<file path="src/rtl/kronecker_zero_map.sv">
// Pre/post stage around the d1 Kronecker-delta unit: refreshes the shared input byte, delays it
// alongside the Kronecker unit, and maps x=0 to 1 share-wise while forwarding the shared delta.
module kronecker_zero_map #(
  parameter int KR_LAT = 3
) (
  input  logic        clk,
  input  logic        rst,
  input  logic        in_valid,
  input  logic [7:0]  in_x0,
  input  logic [7:0]  in_x1,
  input  logic [7:0]  in_rand,
  output logic [15:0] kr_inp,
  input  logic [1:0]  kr_z,
  output logic        out_valid,
  output logic [7:0]  out_x0,
  output logic [7:0]  out_x1,
  output logic [1:0]  out_d,
  output logic        busy
);

  localparam int CW = $clog2(KR_LAT + 2);

  logic [15:0]             kr_inp_q, kr_inp_d;
  logic [KR_LAT:1][7:0]    dl0_q, dl0_d;
  logic [KR_LAT:1][7:0]    dl1_q, dl1_d;
  logic [KR_LAT:0]         v_q, v_d;
  logic                    out_valid_q, out_valid_d;
  logic [7:0]              out_x0_q, out_x0_d;
  logic [7:0]              out_x1_q, out_x1_d;
  logic [1:0]              out_d_q, out_d_d;
  logic [CW-1:0]           cnt_q, cnt_d;

  // Input refresh, share-separated delay line, zero-to-one mapping and in-flight count.
  always_comb begin
    kr_inp_d    = kr_inp_q;
    dl0_d       = dl0_q;
    dl1_d       = dl1_q;
    v_d         = v_q;
    out_valid_d = v_q[KR_LAT];
    out_x0_d    = out_x0_q;
    out_x1_d    = out_x1_q;
    out_d_d     = out_d_q;
    cnt_d       = cnt_q;

    v_d[0] = in_valid;
    if (in_valid) begin
      kr_inp_d = {in_x1 ^ in_rand, in_x0 ^ in_rand};
    end else begin
      kr_inp_d = kr_inp_q;
    end

    dl0_d[1] = kr_inp_q[7:0];
    dl1_d[1] = kr_inp_q[15:8];
    for (int k = 2; k <= KR_LAT; k++) begin
      dl0_d[k] = dl0_q[k-1];
      dl1_d[k] = dl1_q[k-1];
    end
    for (int k = 1; k <= KR_LAT; k++) begin
      v_d[k] = v_q[k-1];
    end

    // Each delta share touches only bit 0 of its own data share, so no recombination occurs.
    if (v_q[KR_LAT]) begin
      out_x0_d = dl0_q[KR_LAT] ^ {7'b0000000, kr_z[0]};
      out_x1_d = dl1_q[KR_LAT] ^ {7'b0000000, kr_z[1]};
      out_d_d  = kr_z;
    end else begin
      out_x0_d = out_x0_q;
      out_x1_d = out_x1_q;
      out_d_d  = out_d_q;
    end

    case ({in_valid, out_valid_q})
      2'b10:   cnt_d = cnt_q + CW'(1);
      2'b01: begin
        if (cnt_q != '0) begin
          cnt_d = cnt_q - CW'(1);
        end else begin
          cnt_d = cnt_q;
        end
      end
      default: cnt_d = cnt_q;
    endcase
  end

  // State registers; reset discards any byte in flight.
  always_ff @(posedge clk or posedge rst) begin
    if (rst) begin
      kr_inp_q    <= 16'h0000;
      dl0_q       <= '0;
      dl1_q       <= '0;
      v_q         <= '0;
      out_valid_q <= 1'b0;
      out_x0_q    <= 8'h00;
      out_x1_q    <= 8'h00;
      out_d_q     <= 2'b00;
      cnt_q       <= '0;
    end else begin
      kr_inp_q    <= kr_inp_d;
      dl0_q       <= dl0_d;
      dl1_q       <= dl1_d;
      v_q         <= v_d;
      out_valid_q <= out_valid_d;
      out_x0_q    <= out_x0_d;
      out_x1_q    <= out_x1_d;
      out_d_q     <= out_d_d;
      cnt_q       <= cnt_d;
    end
  end

  assign kr_inp    = kr_inp_q;
  assign out_valid = out_valid_q;
  assign out_x0    = out_x0_q;
  assign out_x1    = out_x1_q;
  assign out_d     = out_d_q;
  assign busy      = (cnt_q != '0);

endmodule

</file>
<file path="config.mk">
export PLATFORM = sky130hd
export DESIGN_NAME = kronecker_zero_map
export DESIGN_NICKNAME = d
export VERILOG_FILES = /design/src/rtl/kronecker_zero_map.sv
export SDC_FILE = /design/constraint.sdc
export NUM_CORES = 1
export LEC_CHECK = 0
export CORE_UTILIZATION = 53
export CTS_CLUSTER_DIAMETER = 200
export CTS_CLUSTER_SIZE = 40
export DETAILED_ROUTE_END_ITERATION = 12
export GPL_ROUTABILITY_DRIVEN = 1
export PLACE_DENSITY_LB_ADDON = 0.25
export SETUP_SLACK_MARGIN = 0.02
export SLEW_MARGIN = 30
export SYNTH_ARGS = -nofsm -noshare
export SYNTH_HDL_FRONTEND = slang
export SYNTH_SLANG_ARGS = --single-unit
</file>
<file path="constraint.sdc">
create_clock -name clk -period 5.7 [get_ports clk]
set_input_delay 0.855 -clock clk [delete_from_list [all_inputs] [get_ports clk]]
set_output_delay 0.855 -clock clk [all_outputs]
set_load 0.01 [all_outputs]
</file>
==> results by group <==
Routing
  – DRC: 0
  – Via density: 4.79
  – Initial DRT Pass Iterations: 4
  – Vias: 1620
  – Antenna Nets Post-Route: 0
  – 1st-iter DRT viols: 97
  – DR WL/cell: 12.9 um
  – WL final: 4370 um

Finish
  – Layout cells sized above 1: 12.8%
  – P&R area growth vs syn: 26.4%
  – Final nets: 291
  – Most common cell after layout, fill and taps aside: dfrtp_1
  – Non-filler cells, final: 338
  – Most frequent cells in the layout: 90 x dfrtp_1, 64 x clkdlybuf4s50_1, 21 x nor2_1
  – FILL cells: 393
  – Diode count: 0

Global routing
  – Grt ovf: 0
  – Largest net degree at the start of global routing: 47
  – Number of global-route vias before repair: 1510
  – Initial antenna violation count: 0
  – All-layer global routing usage: 16.3%
  – Wire length of the first global-routing pass: 7130 um

Min path
  – Hold Path Class: reg2reg

Clock tree
  – CTS tree: yes
  – Num CTS Buffers: 9
  – Clk slew on worst S/H paths: 0.08 ns
  – Root buf cell: clkbuf_8
  – Clock Latency Late Sink: 0.35 ns
  – Hold-fix buffers, CTS: 0
  – H-tree depth: 3
  – Resized Gates After CTS: 0
  – Clock Path Buffers: 2
  – # clock sinks: 90
  – Postcts setup bufs: 0

Yosys
  – Mapped Area: 3050 um2
  – Unique masters post-synth: 23
  – #FFs+latches synth: 90
  – Post-synth top area cell: dfrtp_1
  – Number of synthesized flops with an enable pin: 0
  – Syn Nets: 236
  – Synth Flop Type: dfrtp_1
  – Sequential fraction of the synthesis area: 73.8%
  – Asr flop ratio synth: 100%
  – Top-area cell type share of the netlist area: 73.8%
  – Avg Inst Size Synth: 14.8 um2
  – Syn Inst Count: 206
  – Yosys warns: 0
  – Area contributors post-synth: dfrtp_1 74%, mux2_2 5.9%, xnor2_1 5.5%, buf_4 3.9%, a21oi_1 3.1%

Floorplan
  – Die Footprint: 6070 um2
  – Die Width: 77.9 um
  – Die height: 77.9 um
  – Core ar.: 5540 um2
  – Initial Util: 55.1%
  – Site Rows: 27
  – Number of top-level pins: 65

Timing
  – Final Hold Viols: 0
  – Slew @ Worst Pin: 0.795 ns
  – Unrepaired setup endpoints after global routing: false
  – Worst relative slew slack: 47.0%
  – Max Freq: 393 MHz
  – Final TNS setup: 0 ns
  – Clk_skew: 0.00968 ns
  – Final Critical Period: 2.55 ns
  – # setup viols final: 0
  – Final period util: 44.7%
  – Slew Viols, Final: 0

Pwr
  – Sw Pwr: 0.341 mW
  – Peak supply drop: 0.168 mV
  – P_leak: 1.59 nW
  – P per Cell Area: 369 nW/um2
  – Combinational share of power: 15.3%
  – Design internal power: 1.08 mW
  – Clock Power Share: 30.5%
  – Net Sw Frac: 23.9%
  – Sequential power share: 54.2%

Critical path
  – Cells along the critical path: or3_1 > clkdlybuf4s50_1
  – Type of the worst setup path: reg2out
  – Max stage delay on crit path: 0.49 ns
  – CP required: 4.85 ns
  – Worst Path Arrival: 1.69 ns
  – Setup crit start kind: register
  – Crit Path Max Fanout: 7
  – Slowest-stage cell, CP: clkdlybuf4s50_1
  – CP Capture Type: output port

Place
  – IO buf count: 64
  – GPL Wtd Cong: 0.724
  – DP HPWL: 2850 um
  – Placed cell count: 322

Job
  – Max-cap violations: 0

Run status
  – Status: finished clean
kinds of logic (layout without fill, tap and decap cells):
logic type / count (synthesis) / count (layout) / share of synthesized area [%]
and+or+nand+nor: 27 / 27 / 3.93
xor gates and xnor gates: 20 / 20 / 5.74
AOI/OAI and AO/OA: 28 / 28 / 5.16
DFF: 90 / 90 / 73.8
adders and majority gates: 1 / 1 / 0.410
muxes: 16 / 16 / 5.90
buffers and inverters: 24 / 84 / 5.08
flip-flops by register name, summed over array words and instances (netlist names):
register	flops
dl0_d	16
kr_inp	16
dl1_q	8
v_q	4
dl1_d	16
out_x1	8
out_d	2
dl0_q	8
out_x0	8
out_valid	1
cnt_q	3
final timing paths:
check | cells after the start | slack (ns) | to | startpoint
worst max register to register | 6 | 3.97 | cnt_q[2] | out_valid
worst min-delay path | 0 | 0.35 | v_q[2] | v_q[1]
worst max-delay path | 2 | 3.15 | busy | cnt_q[0]
max in group asynchronous | 3 | 3.75 | kr_inp[7] | rst
worst min register to register | 0 | 0.35 | v_q[2] | v_q[1]
min in group asynchronous | 2 | 0.94 | dl1_d[22] | rst
worst max-delay path: cells and delay by family (launching register included):
kind / cells / cell delay (ns)
buffers and inverters: 1 / 0.49
flip-flops: 1 / 0.46
AND/OR/NAND/NOR: 1 / 0.41
per-stage QoR:
| stage | worst slack, ns | power, mW | hold WS (ns) | utilization [%] | cell area, um2 |
|---|---|---|---|---|---|
| global route | 3.09 | 1.49 | 0.349 | 69.6 | 3860 |
| global placement | 3.04 | 0.994 | 0.331 | 65.9 | 3650 |
| floorplan | 2.51 | 0.898 | 0.331 | - | 3050 |
| CTS | 3.13 | 1.44 | 0.347 | 69.6 | 3860 |
| finish | 3.15 | 1.42 | 0.348 | 69.6 | 3860 |
| detailed placement | 2.99 | 1.00 | 0.335 | 65.9 | 3650 |
final cells by class:
type,count,area [um2],share of cell area (%)
well taps,72,90.1,2.33
repair buffers,66,656,17.0
inverters,2,8.76,0.227
clock buffers,13,159,4.12
clock inverters,3,47.5,1.23
multi-input cells,92,646,16.7
flip-flops and latches,90,2250,58.4
Yosys cell counts (2+ instances only):
cell type and instances:
nor2_1 21, mux2_2 16, o21ai_0 3, dfrtp_1 90, buf_2 4, buf_4 16
xnor2_1 19, a21oi_1 19, or3_1 2, or2b_1 2, clkbuf_1 2
power by group through the flow:
stage / Combinational (mW) / Sequential [mW] / Clock, mW
final: 0.217 / 0.772 / 0.433
after global routing: 0.235 / 0.782 / 0.477
after CTS: 0.221 / 0.773 / 0.448
after detailed placement: 0.219 / 0.786 / 0
after global placement: 0.213 / 0.781 / 0
after floorplan: 0.118 / 0.780 / 0
routing by layer:
| metal | track usage [%] | part of all wire [%] |
|---|---|---|
| met4 | 9.26 | 2.3 |
| met3 | 5.76 | 4.4 |
| met2 | 22.6 | 48 |
| met5 | 0 | 0 |
| met1 | 22.5 | 45 |
Note: power is estimated with default switching activity, not from simulation.
